## src/rtl/regfile_pkg.sv

```systemverilog
// Shared types and constants for the register-file writeback block.
// Entry layout is used by the load FIFO and the arbitration logic.
package regfile_pkg;

  localparam int NREG       = 16;
  localparam int REG_ADDR_W = 5;
  localparam int DATA_W     = 32;
  localparam int REG_IDX_W  = $clog2(NREG);

  typedef struct packed {
    logic                  live;
    logic [REG_ADDR_W-1:0] addr;
    logic [DATA_W-1:0]     data;
  } entry_t;

  function automatic logic addr_ok(
    input logic [REG_ADDR_W-1:0] a
  );
    return a < REG_ADDR_W'(NREG);
  endfunction

endpackage

```

## src/rtl/regfile_writeback_if.sv

```systemverilog
// Writeback bus: ALU result, load handshake, register-file write port
// and the hazard/status outputs seen by issue.
interface regfile_writeback_if
  import regfile_pkg::*;
#(
  parameter int DEPTH = 4
);

  logic                    alu_valid;
  logic [REG_ADDR_W-1:0]   alu_addr;
  logic [DATA_W-1:0]       alu_data;
  logic                    ld_valid;
  logic                    ld_ready;
  logic [REG_ADDR_W-1:0]   ld_addr;
  logic [DATA_W-1:0]       ld_data;
  logic                    RegWr;
  logic [REG_ADDR_W-1:0]   Waddr;
  logic [DATA_W-1:0]       Writedata;
  logic [NREG-1:0]         pend_mask;
  logic [$clog2(DEPTH):0]  fifo_count;
  logic                    addr_err;

  modport master (
    output alu_valid, alu_addr, alu_data,
    output ld_valid, ld_addr, ld_data,
    input  ld_ready,
    input  RegWr, Waddr, Writedata,
    input  pend_mask, fifo_count, addr_err
  );

  modport slave (
    input  alu_valid, alu_addr, alu_data,
    input  ld_valid, ld_addr, ld_data,
    output ld_ready,
    output RegWr, Waddr, Writedata,
    output pend_mask, fifo_count, addr_err
  );

endinterface

```

## src/rtl/wb_fifo.sv

```systemverilog
// Circular load buffer with per-entry live bits, squash by address
// and a live-address mask for hazard checks.
module wb_fifo
  import regfile_pkg::*;
#(
  parameter int DEPTH = 4
) (
  input  logic                  clk,
  input  logic                  rst_n,
  input  logic                  push,
  input  entry_t                push_entry,
  input  logic                  pop,
  input  logic                  squash_en,
  input  logic [REG_ADDR_W-1:0] squash_addr,
  output entry_t                head,
  output logic [$clog2(DEPTH):0] count,
  output logic [NREG-1:0]       pend_mask
);

  localparam int PW = $clog2(DEPTH);
  localparam int CW = PW + 1;

  entry_t          mem_q [DEPTH];
  entry_t          mem_d [DEPTH];
  logic [PW-1:0]   head_q, head_d;
  logic [PW-1:0]   tail_q, tail_d;
  logic [CW-1:0]   count_q, count_d;

  // Squash older entries first, then pop, then the new entry lands.
  always_comb begin
    mem_d   = mem_q;
    head_d  = head_q;
    tail_d  = tail_q;
    count_d = count_q + CW'(push) - CW'(pop);
    if (squash_en) begin
      for (int i = 0; i < DEPTH; i++) begin
        if (mem_q[i].addr == squash_addr) begin
          mem_d[i].live = 1'b0;
        end
      end
    end
    if (pop) begin
      mem_d[head_q].live = 1'b0;
      head_d = head_q + PW'(1);
    end
    if (push) begin
      mem_d[tail_q] = push_entry;
      tail_d = tail_q + PW'(1);
    end
  end

  // Buffer state; reset drops every entry.
  always_ff @(posedge clk or negedge rst_n) begin
    if (!rst_n) begin
      for (int i = 0; i < DEPTH; i++) begin
        mem_q[i] <= '0;
      end
      head_q  <= '0;
      tail_q  <= '0;
      count_q <= '0;
    end else begin
      mem_q   <= mem_d;
      head_q  <= head_d;
      tail_q  <= tail_d;
      count_q <= count_d;
    end
  end

  // Popped slots have live cleared, so live alone marks pending writes.
  always_comb begin
    pend_mask = '0;
    for (int i = 0; i < DEPTH; i++) begin
      if (mem_q[i].live) begin
        pend_mask[mem_q[i].addr[REG_IDX_W-1:0]] = 1'b1;
      end
    end
  end

  assign head  = mem_q[head_q];
  assign count = count_q;

endmodule

```

## src/rtl/regfile_writeback.sv

```systemverilog
// Register-file write port: ALU results win, loads drain from a FIFO
// when the ALU is idle, stale loads are squashed on WAW.
module regfile_writeback
  import regfile_pkg::*;
#(
  parameter int DEPTH = 4
) (
  input  logic         CLK,
  input  logic         RESET,
  regfile_writeback_if.slave bus
);

  localparam int CW = $clog2(DEPTH) + 1;

  logic                  alu_ok;
  logic                  ld_ok;
  logic                  ld_ready;
  logic                  push;
  logic                  pop;
  logic                  squash_en;
  entry_t                head;
  entry_t                push_entry;
  logic [CW-1:0]         count;
  logic [NREG-1:0]       pend_mask;

  logic                  regwr_q, regwr_d;
  logic [REG_ADDR_W-1:0] waddr_q, waddr_d;
  logic [DATA_W-1:0]     wdata_q, wdata_d;
  logic                  addr_err_q, addr_err_d;

  assign alu_ok    = addr_ok(bus.alu_addr);
  assign ld_ok     = addr_ok(bus.ld_addr);
  assign ld_ready  = count < CW'(DEPTH);
  assign push      = bus.ld_valid && ld_ready;
  assign pop       = !bus.alu_valid && (count != '0);
  assign squash_en = bus.alu_valid && alu_ok;

  assign push_entry = '{live: ld_ok,
                        addr: bus.ld_addr,
                        data: bus.ld_data};

  wb_fifo #(
    .DEPTH (DEPTH)
  ) u_fifo (
    .clk         (CLK),
    .rst_n       (RESET),
    .push        (push),
    .push_entry  (push_entry),
    .pop         (pop),
    .squash_en   (squash_en),
    .squash_addr (bus.alu_addr),
    .head        (head),
    .count       (count),
    .pend_mask   (pend_mask)
  );

  // Pick the write for this edge; idle cycles hold address and data.
  always_comb begin
    regwr_d    = 1'b0;
    waddr_d    = waddr_q;
    wdata_d    = wdata_q;
    addr_err_d = (bus.alu_valid && !alu_ok) || (push && !ld_ok);
    unique case (1'b1)
      bus.alu_valid && alu_ok: begin
        regwr_d = 1'b1;
        waddr_d = bus.alu_addr;
        wdata_d = bus.alu_data;
      end
      pop && head.live: begin
        regwr_d = 1'b1;
        waddr_d = head.addr;
        wdata_d = head.data;
      end
      default: ;
    endcase
  end

  // Registered write port and error pulse.
  always_ff @(posedge CLK or negedge RESET) begin
    if (!RESET) begin
      regwr_q    <= 1'b0;
      waddr_q    <= '0;
      wdata_q    <= '0;
      addr_err_q <= 1'b0;
    end else begin
      regwr_q    <= regwr_d;
      waddr_q    <= waddr_d;
      wdata_q    <= wdata_d;
      addr_err_q <= addr_err_d;
    end
  end

  assign bus.ld_ready   = ld_ready;
  assign bus.RegWr      = regwr_q;
  assign bus.Waddr      = waddr_q;
  assign bus.Writedata  = wdata_q;
  assign bus.pend_mask  = pend_mask;
  assign bus.fifo_count = count;
  assign bus.addr_err   = addr_err_q;

endmodule

```

## src/flat_wrapper.sv

```systemverilog
// flat-port wrapper written by rule: the top's interface ports become plain ports
module regfile_writeback_flat import regfile_pkg::*;
#(
  parameter int DEPTH = 4
)
  (CLK, RESET, bus_alu_valid, bus_alu_addr, bus_alu_data, bus_ld_valid, bus_ld_addr, bus_ld_data, bus_ld_ready, bus_RegWr, bus_Waddr, bus_Writedata, bus_pend_mask, bus_fifo_count, bus_addr_err);
  regfile_writeback_if #(.DEPTH(DEPTH)) bus_i ();
  input  logic CLK;
  input  logic RESET;
  input wire logic [$bits(bus_i.alu_valid)-1:0] bus_alu_valid;
  input wire logic [$bits(bus_i.alu_addr)-1:0] bus_alu_addr;
  input wire logic [$bits(bus_i.alu_data)-1:0] bus_alu_data;
  input wire logic [$bits(bus_i.ld_valid)-1:0] bus_ld_valid;
  input wire logic [$bits(bus_i.ld_addr)-1:0] bus_ld_addr;
  input wire logic [$bits(bus_i.ld_data)-1:0] bus_ld_data;
  output wire logic [$bits(bus_i.ld_ready)-1:0] bus_ld_ready;
  output wire logic [$bits(bus_i.RegWr)-1:0] bus_RegWr;
  output wire logic [$bits(bus_i.Waddr)-1:0] bus_Waddr;
  output wire logic [$bits(bus_i.Writedata)-1:0] bus_Writedata;
  output wire logic [$bits(bus_i.pend_mask)-1:0] bus_pend_mask;
  output wire logic [$bits(bus_i.fifo_count)-1:0] bus_fifo_count;
  output wire logic [$bits(bus_i.addr_err)-1:0] bus_addr_err;
  assign bus_i.alu_valid = bus_alu_valid;
  assign bus_i.alu_addr = bus_alu_addr;
  assign bus_i.alu_data = bus_alu_data;
  assign bus_i.ld_valid = bus_ld_valid;
  assign bus_i.ld_addr = bus_ld_addr;
  assign bus_i.ld_data = bus_ld_data;
  assign bus_ld_ready = bus_i.ld_ready;
  assign bus_RegWr = bus_i.RegWr;
  assign bus_Waddr = bus_i.Waddr;
  assign bus_Writedata = bus_i.Writedata;
  assign bus_pend_mask = bus_i.pend_mask;
  assign bus_fifo_count = bus_i.fifo_count;
  assign bus_addr_err = bus_i.addr_err;
  regfile_writeback #(.DEPTH(DEPTH)) u_core (.CLK(CLK), .RESET(RESET), .bus(bus_i));
endmodule
```

## config.mk

```make
export PLATFORM = sky130hd
export DESIGN_NAME = regfile_writeback_flat
export DESIGN_NICKNAME = d
export VERILOG_FILES = /design/src/rtl/regfile_pkg.sv /design/src/rtl/regfile_writeback_if.sv /design/src/rtl/wb_fifo.sv /design/src/rtl/regfile_writeback.sv /design/src/flat_wrapper.sv
export SDC_FILE = /design/constraint.sdc
export NUM_CORES = 1
export LEC_CHECK = 0
export CORE_ASPECT_RATIO = 0.6
export CORE_MARGIN = 2
export CORE_UTILIZATION = 50
export CTS_CLUSTER_DIAMETER = 100
export DETAILED_ROUTE_END_ITERATION = 16
export PLACE_DENSITY = 0.87
export RECOVER_POWER = 50
export SLEW_MARGIN = 20
export SYNTH_ARGS = -nofsm -noshare
export SYNTH_HDL_FRONTEND = slang
export SYNTH_HIERARCHICAL = 1
export SYNTH_SLANG_ARGS = --single-unit
```

## constraint.sdc

```tcl
create_clock -name CLK -period 2.1 [get_ports CLK]
set_input_delay 0.42 -clock CLK [delete_from_list [all_inputs] [get_ports CLK]]
set_output_delay 0.42 -clock CLK [all_outputs]
set_load 0.02 [all_outputs]
```

==> impl_metrics.json <==
{
  "clkPwrFrac_pct": 16.8,
  "netlist_area_sq_um": 9880,
  "fin_crit_ns": 2.16,
  "root_buffer": "clkbuf_16",
  "required_ns": 1.68,
  "worstSetupPathType": "flip-flop to output pin",
  "fmax_ghz": 0.463,
  "clockBufferDepth": 2,
  "drv_slew": 0,
  "cap_violations": 0,
  "drcViolationCount": 0,
  "start_kind": "flip-flop",
  "post-dp-hpwl_microns": 15400,
  "status": "complete, but fails checks",
  "nNetsFinal": 921,
  "synth_top_area_share_pct": 50.2,
  "switchingPower_mw": 6.50,
  "critPathMaxStageDelay_ns": 0.41,
  "start_util_pct": 51.5,
  "postLayoutCoreUtil_pct": 65.6,
  "ys.flop_type": "dfrtp_1",
  "synth-edff-count": 0,
  "clk_latency_ns": 0.44,
  "final_hold_viol_count": 0,
  "multi_input_area_sq_um": 4700,
  "synthTopCellsByArea": "dfrtp_1 (50%), mux2_2 (20%), mux4_2 (8.7%)",
  "vias": 6309,
  "rsz0062_at_grt": "yes",
  "first_global_vias": 6511,
  "power_density_nw_per_um2": 1530,
  "tritoncts": "built",
  "ys_warn_count": 6,
  "cts_sinks": 198,
  "finalWorstSetupSlack_ns": -0.0603,
  "worst_pin_slew_ns": 1.15,
  "ios": 137,
  "die_y_microns": 113,
  "grt_antenna_before_repair": 2,
  "crit_arrival_ns": 1.74,
  "synth_seq_cells": 198,
  "crit_path_max_fanout": 5,
  "grt_pass1_wl_microns": 35800,
  "setup_viol": 13,
  "drt_pass1_iterations": 6,
  "netlist_instances": 651,
  "viasPerCell": 5.67,
  "relSlewSlack_pct": 23.4,
  "crit_slowest_cell": "dfrtp_1",
  "drt-wirelength-per-cell_microns": 20.6,
  "fill_cells": 1317,
  "end_kind": "output pin",
  "p_leak_nw": 5.53,
  "hold_class": "flip-flop to flip-flop",
  "htree_levels": 4,
  "dieArea_sq_um": 20900,
  "dp.cells": 1067,
  "path_cells": "buf_6 > and3_4 > a32oi_1 > o221ai_1 > buf_4",
  "die_w_microns": 185,
  "clock_skew_ns": 0.0103,
  "final.period_utilization_pct": 103,
  "fin_hold_ws_ns": 0.504,
  "syn2layout_area_growth_pct": 27.4,
  "critical_path.top_delay_family": "flip-flops",
  "synth.net_count": 740,
  "overflow": 0,
  "rows": 39,
  "drive_above_1_share_pct": 48.6,
  "drtAntennaViolNets": 0,
  "clk_pin_slew_ns": 0.07,
  "grt_max_degree": 50,
  "async_flop_share_pct": 100,
  "p_sw_share_pct": 33.9,
  "drtIter0Drc": 401,
  "pwr-share-comb_pct": 47.1,
  "cp.buffers_inverters": 2,
  "register_area_sq_um": 4970,
  "yosysSeqAreaShare_pct": 50.2,
  "yosysTopAreaCell": "dfrtp_1",
  "gr-usage-all-layers_pct": 22.4,
  "io_buffers": 136,
  "layout.cells.non_filler": 1112,
  "routabilityCongestion": 0.941,
  "p_int_mw": 12.7,
  "core-area_sq_um": 19200,
  "numCtsBuffers": 17,
  "syn_avg_cell_area_sq_um": 15.2,
  "ys_types": 41,
  "ir_worst_vdd_v": 0.00115,
  "tns_ns": -0.294,
  "violations": "setup timing",
  "p_seq_share_pct": 36.1,
  "wirelength_microns": 22900
}
-- power by group through the flow --
stage	registers (mW)	logic (mW)	clock network [mW]
finish	6.93	9.05	3.22
global route	7.16	9.60	3.47
CTS	6.88	8.78	3.29
detailed placement	6.90	8.71	0
global placement	6.81	8.47	0
floorplan	7.08	5.54	0
-- layer usage --
| metal | share of wire (%) | wire, microns | global-route usage, % | up-vias |
|---|---|---|---|---|
| li1 | - | - | - | 2790 |
| met1 | 45 | 10400 | 32.2 | 3221 |
| met2 | 45 | 10400 | 33.8 | 246 |
| met3 | 7.7 | 1760 | 6.50 | 50 |
| met4 | 1.7 | 391 | 5.40 | 2 |
| met5 | 0.057 | 13 | 0 | - |
-- cell type report --
type                       instances  share of cell area [%]
clock buffer                      19                    3.52
sequential                       198                    39.5
tap                              266                    2.65
clock inverter                    13                    1.12
timing repair buffer             201                    15.4
antenna                            1                  0.0199
multi-input combinational        398                    37.4
inverter                          16                   0.477
-- cell usage in the layout (no fill, tap or decap), drive strengths merged, types with 2 or more instances in the layout --
cell           Yosys  routed
and3               6       6
a41oi              4       4
or3b               3       3
nand3              2       2
xnor2              6       6
o221ai            10      10
clkinv             0       8
a31oi              4       4
clkdlybuf4s50      0     119
a22oi              7       7
a32oi              3       3
ha                10      10
dfrtp            198     198
nand2b             5       5
and3b              2       2
o21ai              2       2
buf               37      75
o22ai              5       5
nor3b              2       2
and2               2       2
a221o              6       6
clkbuf             2      25
nand2             17      17
nor2b              5       5
xor2              18      18
nor2               6       6
inv               16      20
nand3b             4       4
mux4              38      38
mux2             220     220
nor4               4       4
or2                2       2
-- state kept, by name, indices dropped and copies added (netlist names) --
| register | flops |
|---|---|
| u_core/bus.RegWr | 1 |
| u_core/bus.Waddr | 5 |
| u_core/bus.Writedata | 32 |
| u_core/bus.addr_err | 1 |
| u_core/u_fifo/count | 3 |
| u_core/u_fifo/head_q | 2 |
| u_core/u_fifo/mem_q | 152 |
| u_core/u_fifo/tail_q | 2 |
-- final timing paths --
kind                            cells after the start                        to  slack [ns]                      from
worst max-delay path                                5         bus_pend_mask[14]       -0.06  u_core/u_fifo/mem_q[149]
worst min-delay path                                1   u_core/u_fifo/mem_q[13]        0.50   u_core/u_fifo/mem_q[13]
worst max register to register                      6  u_core/bus.Writedata[29]        0.02  u_core/u_fifo/mem_q[151]
worst min register to register                      1   u_core/u_fifo/mem_q[13]        0.50   u_core/u_fifo/mem_q[13]
max in group asynchronous                           3   u_core/u_fifo/head_q[0]        0.26                     RESET
min in group asynchronous                           2  u_core/bus.Writedata[26]        0.75                     RESET
-- cell usage after synthesis (2+ instances only) --
cell type and count:
dfrtp_1 198, mux2_2 176, mux2_4 44, mux4_2 38
buf_2 19, xor2_1 18, inv_1 16, buf_6 15
nand2_1 14, ha_1 10, o221ai_1 10, a22oi_1 7
a221o_1 6, and3_1 6, nor2_1 6, xnor2_1 6
nand2b_1 5, nor2b_1 5, o22ai_1 5, a31oi_1 4
a41oi_1 4, nand3b_1 4, nor4_1 4, a32oi_1 3
nand2_4 3, and2_1 2, and3b_1 2, buf_4 2
clkbuf_1 2, nand3_1 2, nor3b_1 2, o21ai_0 2
or2_2 2, or3b_2 2
-- cells by family (layout without fill, tap and decap cells) --
logic type	count (synthesis)	in the layout	share of synthesized area, %
muxes	259	259	35.5
and+or+nand+nor	61	61	3.67
buffers and inverters	55	249	3.55
AOI/OAI and AO/OA	43	43	3.50
xor gates and xnor gates	24	24	2.13
DFF	198	198	50.2
other	0	1	0
adders and majority gates	11	11	1.47
-- metrics by stage --
stage               area (sq um)  total power, mW  setup slack (ns)
floorplan                   9880             12.6            0.0254
global placement           11800             15.3            -0.210
detailed placement         11800             15.6            -0.227
CTS                        12400             18.9           -0.0270
global route               12600             20.2           -0.0978
finish                     12600             19.2           -0.0603
-- what timing repair did --
item	in CTS	in global routing
buffers inserted	1	10
gates resized for setup	103	35
hold endpoints to repair	40	0
pin swaps	5	13
hold buffers	1	0
setup endpoints to repair	16	17
cloned	0	0
(Power assumes the default switching activity.)
==> RTL edit 1: new RTL, config.mk and constraints unchanged <==
Change the package constant `DATA_W` from 32 to 64.
--- a/src/rtl/regfile_pkg.sv
+++ b/src/rtl/regfile_pkg.sv
@@ -6,3 +6,3 @@
   localparam int REG_ADDR_W = 5;
-  localparam int DATA_W     = 32;
+  localparam int DATA_W     = 64;
   localparam int REG_IDX_W  = $clog2(NREG);
Ports: changed (resized bus_Writedata, bus_alu_data and bus_ld_data); port bits go from 137 to 233. No check against the original RTL was run, so the function may have changed too.
==> RTL edit 1 against the unedited design <==
  * The run still ends with setup timing left
  * Design area rose by 79%
  * Worst setup slack got worse by 0.18 ns
  * Synthesized cell count rose by 63%
  * First-iteration DRC count rose by 100%
  * Clock skew rose by 0.0026 ns
  * Power rose by 82%
  * Synthesized area rose by 76%
  * Sequential cell count rose by 160
  * Final cell count rose by 68%
  * Routed wire length rose by 90%
  * Core utilization rose by 0.48 points
  * Critical path type unchanged
==> RTL edit 1: results (changes against the unedited design) <==
ROUTE
------------------------------------------------------------------------
Total length of routed met2 wires                                20.5 mm   +98%
Amount of wire on met3 after detailed routing                    2.72 mm   +55%
Top Metal Used                                                      met4
Total detailed-routing wirelength                                43.5 mm   +90%
Routed met1 length                                               19.6 mm   +89%
Detailed-router iteration count before antenna repair                  5   -1

PLACED DESIGN
------------------------------------------------------------------------
Final weighted congestion in routability-driven placement          0.902   -4.1%

STA
------------------------------------------------------------------------
Actual slew at the worst max-slew pin                           0.975 ns   -0.174 ns
Number of setup violations in the final report                        66   +53
Worst setup slack after layout                                 -0.240 ns   -0.179 ns

GLOBAL ROUTE
------------------------------------------------------------------------
GRT met1 Usage                                                     35.1%   +2.9 points
Met3 Track Usage GR                                                4.64%   -1.9 points
Global-route track usage on met2                                   38.8%   +5.1 points
Pin count of the biggest net entering global routing                  73   +46%
Aggregate global-route resource usage                              24.3%   +1.9 points
First-pass GRT wire length                                       68.4 mm   +91%

FLOORPLANNING
------------------------------------------------------------------------
Num tapcells                                                         459   +73%

LAYOUT
------------------------------------------------------------------------
Post-route standard cell area excluding fillers              22,500 um^2   +79%
Multi-input gates                                                    625   +57%
Final net count                                                    1,538   +67%
Share of cell area taken by flip-flops and latches                 39.9%   +0.44 points
CLK BUF                                                               50   +31
Data buffer area share                                             16.2%   +0.89 points
Buffers excl. clock                                                  353   +76%
Multi-input logic portion of the cell area                         35.9%   -1.5 points
Max FFs per register                                                 280   +84%

CLOCK TREE
------------------------------------------------------------------------
Resize count post-CTS                                                157   +52%
Largest buffer count on any clock path                                 3   +1
Sink count of the clock tree                                         358   +81%
H-tree depth reported by CTS                                           2   -2
TritonCTS Buffers                                                     35   +18

POWER AND IR DROP
------------------------------------------------------------------------
Highest ir drop seen on vdd                                     0.699 mV   -39%
Share of power burned in registers                                 35.9%   -0.2 points
Leakage power total                                              10.1 nW   +82%

STATUS
------------------------------------------------------------------------
Status                                                      finished with violations
Violated checks                                             setup timing

LOGIC SYNTHESIS
------------------------------------------------------------------------
Most numerous cell types in the synthesized netlist         358 x sky130_fd_sc_hd__dfrtp_1, 140 x sky130_fd_sc_hd__mux2_2, 137 x sky130_fd_sc_hd__mux2_1, 135 x sky130_fd_sc_hd__mux2_4, 69 x sky130_fd_sc_hd__mux4_2
Syn_nets                                                           1,215   +64%
Register area share after synthesis                                51.4%   +1.2 points

SETUP PATH
------------------------------------------------------------------------
Max FO, Critical Path                                                  4   -1
Top cell family by delay on the critical path               compound AO/OA/AOI/OAI gates
CP Data Arrival Time                                             1.92 ns   +0.18 ns

[RTL edit 1: cell types whose count changed after synthesis, sizes merged, moves of 3 or more]
cell,unedited run,this run
mux4,38,70
dfrtp,198,358
inv,16,12
buf,37,64
mux2,220,412
o32ai,1,4
[RTL edit 1: cells by family (layout without fill, tap and decap cells)]
logic type / Yosys count / count (layout) / share of synthesized area [%]
AO/OA/AOI/OAI: 43 / 43 / 2.06
XOR/XNOR: 24 / 24 / 1.21
adder cells (fa/ha/maj): 11 / 11 / 0.833
buffers and inverters: 79 / 426 / 3.63
flip-flops: 358 / 358 / 51.4
multiplexers: 483 / 483 / 38.6
other: 0 / 1 / 0
AND/OR/NAND/NOR: 64 / 64 / 2.23
[RTL edit 1: path summary, 6_finish.rpt]
check	depth (start not counted)	endpoint	start	slack [ns]
max in group asynchronous	3	u_core/u_fifo/mem_q[207]	RESET	0.18
setup / recovery	4	bus_pend_mask[0]	u_core/u_fifo/mem_q[276]	-0.24
hold reg to reg	1	u_core/u_fifo/mem_q[172]	u_core/u_fifo/mem_q[172]	0.49
setup reg to reg	7	u_core/bus.Writedata[58]	u_core/u_fifo/mem_q[139]	-0.11
min in group asynchronous	2	u_core/bus.Writedata[35]	RESET	0.62
hold / removal	1	u_core/u_fifo/mem_q[172]	u_core/u_fifo/mem_q[172]	0.49
[RTL edit 1: per-stage QoR]
stage	worst slack, ns	setup TNS [ns]	hold slack (ns)	cells
3_3_place_gp	-0.206	-2.77	0.423	1766
4_1_cts	-0.230	-5.06	0.469	1859
2_1_floorplan	0.0278	0	0.124	1062
5_1_grt	-0.258	-10.08	0.506	1868
6_report	-0.240	-5.42	0.489	1869
3_5_place_dp	-0.260	-6.32	0.422	1766
==> RTL edit 2: new RTL, config.mk and constraints unchanged <==
Without the edit above. Make the reset (`RESET` and `rst_n`) synchronous in 2 clocked blocks.
--- a/src/rtl/wb_fifo.sv
+++ b/src/rtl/wb_fifo.sv
@@ -52,3 +52,3 @@
   // Buffer state; reset drops every entry.
-  always_ff @(posedge clk or negedge rst_n) begin
+  always_ff @(posedge clk) begin
     if (!rst_n) begin
--- a/src/rtl/regfile_writeback.sv
+++ b/src/rtl/regfile_writeback.sv
@@ -78,3 +78,3 @@
   // Registered write port and error pulse.
-  always_ff @(posedge CLK or negedge RESET) begin
+  always_ff @(posedge CLK) begin
     if (!RESET) begin
Formal check against the unedited RTL: differs if RESET is asserted again (counterexample within 4 cycles, from zero or initial values and one cycle with RESET low); with RESET held inactive, the same outputs for 4 cycles.
==> RTL edit 2 against the unedited design <==
  * The run still ends with setup timing left
  * Largest cell class is now multi-input gates
  * Synthesized area decreased by 3.1%
  * Sequential cell count unchanged
  * Register-to-register slack about the same
  * Via count increased by 36%
  * Non-clock buffer count increased by 3
  * Routed wire length increased by 25%
  * Design area decreased by 3.1%
  * Highest routed layer is now met4
  * Critical endpoint is now bus_pend_mask[0]
  * Worst setup slack got worse by 0.022 ns
Power is not compared: it rests on default switching activity, and its combinational part moved more than twofold at a synthesized area within 25%.
==> RTL edit 2: results (changes against the unedited design) <==
ROUTE
--------------------------------------------------------------------------------------
Wire length per cell after detailed routing                                    20.0 um   -2.9%
First DRT Iteration DRCs                                                           991   +150%
Mean number of vias per cell                                                      5.99   +5.5%

LOGIC SYNTHESIS
--------------------------------------------------------------------------------------
Register area share after synthesis                                              41.4%   -8.8 points
Syn_nets                                                                         1,126   +52%
Number of distinct standard cells referenced by the synthesized netlist             49   +20%
Synth async-reset ratio                                                             0%   -100 points
Adder-cell share of the synthesized area                                         1.52%   +0.047 points
Primary FF master, synth                                                  sky130_fd_sc_hd__dfxtp_1
Compound-gate portion of the synthesized area                                    20.8%   +17 points
Multiplexer area fraction after synthesis                                        13.1%   -22 points
Most numerous cell types in the synthesized netlist                       302 x sky130_fd_sc_hd__nand2_1, 198 x sky130_fd_sc_hd__dfxtp_1, 120 x sky130_fd_sc_hd__a21boi_1, 39 x sky130_fd_sc_hd__mux2i_1, 38 x sky130_fd_sc_hd__buf_2
Xor and xnor area share after synthesis                                          2.20%   +0.068 points

GLOBAL ROUTE
--------------------------------------------------------------------------------------
Number of antenna violations at the first check in global routing                    0   -2
First-pass GRT wire length                                                     44.7 mm   +25%
Aggregate global-route resource usage                                            28.1%   +5.7 points
Pin count of the biggest net entering global routing                                54   +8.0%

LAYOUT
--------------------------------------------------------------------------------------
Final net count                                                                  1,265   +37%

STATUS
--------------------------------------------------------------------------------------
Status                                                                    finished with violations
Violated checks                                                           setup timing

PLACED DESIGN
--------------------------------------------------------------------------------------
Worst Setup Slack post-DPL                                                   -0.329 ns   -0.102 ns
Placed wire-length estimate after detailed placement                           19.1 mm   +24%

STA
--------------------------------------------------------------------------------------
Worst setup slack after layout                                              -0.0822 ns   -0.0219 ns
Post-Route Skew                                                              0.0107 ns   +0.000445 ns
Actual slew at the worst max-slew pin                                         0.723 ns   -0.426 ns
Number of setup violations in the final report                                       3   -10

SETUP PATH
--------------------------------------------------------------------------------------
CP Data Arrival Time                                                           1.76 ns   +0.02 ns
Crit. Startpoint                                                          u_core/u_fifo/mem_q[149]
End of the worst register-to-register path                                u_core/bus.Writedata[31]
Worst setup path endpoint                                                 bus_pend_mask[0]
Launch point of the worst reg-to-reg path                                 u_core/u_fifo/head_q[0]

[RTL edit 2: routing by layer]
layer,part of all wire [%],up-vias,global-route usage [%]
li1,-,3893,-
met3,11,72,7.72
met2,44,503,41.0
met4,2.1,0,9.84
met1,42,4124,39.8
met5,0,-,0
[RTL edit 2: logic make-up (layout without fill, tap and decap cells)]
| logic type | after synthesis | in the layout |
|---|---|---|
| adders and majority gates | 11 | 11 |
| muxes | 77 | 77 |
| buffers and inverters | 93 | 245 |
| DFF | 198 | 198 |
| xor gates and xnor gates | 24 | 24 |
| and+or+nand+nor | 364 | 364 |
| AOI/OAI and AO/OA | 270 | 270 |
[RTL edit 2: what timing repair did]
action | in CTS | in global routing
pin swaps | 1 | 12
endpoints found under the setup margin | 16 | 17
hold endpoints to repair | 0 | 0
setup buffers | 0 | 2
resized for setup | 92 | 39
[RTL edit 2: worst min path at each step]
stage | endpoint | cells past startpoint | slack [ns]
2_1_floorplan | u_core/u_fifo/mem_q[100] | 2 | 0.43
3_3_place_gp | u_core/u_fifo/mem_q[60] | 2 | 0.44
3_5_place_dp | u_core/u_fifo/mem_q[76] | 2 | 0.44
4_1_cts | u_core/u_fifo/mem_q[54] | 2 | 0.46
5_1_grt | u_core/u_fifo/mem_q[98] | 2 | 0.47
6_report | u_core/u_fifo/mem_q[130] | 2 | 0.45
[RTL edit 2: where the power goes]
part / internal (mW) / total, mW / switching, mW / leakage, nW
registers: 4.09 / 4.33 / 0.240 / 1.62
logic: 1.34 / 3.10 / 1.75 / 2.49
clock network: 1.83 / 3.41 / 1.58 / 0.300
[RTL edit 2: layout make-up]
| type | count | area [um^2] | share of cell area (%) |
|---|---|---|---|
| sequential | 198 | 3990 | 32.7 |
| clock inverter | 13 | 163 | 1.33 |
| timing repair buffer | 204 | 1990 | 16.3 |
| inverter | 9 | 33.8 | 0.277 |
| multi-input combinational | 746 | 5270 | 43.2 |
| tap | 246 | 308 | 2.52 |
| clock buffer | 19 | 443 | 3.63 |
[RTL edit 2: critical path: stages, from the launching register on]
cell	delay, ns
sky130_fd_sc_hd__dfxtp_2	0.34
sky130_fd_sc_hd__or3b_4	0.42
sky130_fd_sc_hd__o32ai_4	0.24
sky130_fd_sc_hd__a221o_1	0.19
sky130_fd_sc_hd__buf_6	0.13
[RTL edit 2: per-stage QoR]
stage / setup TNS (ns) / hold WS, ns / instance area, um^2 / cells
2_1_floorplan: -0.108 / 0.432 / 9600 / 1037
3_3_place_gp: -0.604 / 0.438 / 11500 / 1401
3_5_place_dp: -1.10 / 0.443 / 11500 / 1401
4_1_cts: -0.0901 / 0.455 / 12100 / 1433
5_1_grt: -2.58 / 0.472 / 12200 / 1435
6_report: -0.102 / 0.455 / 12200 / 1435
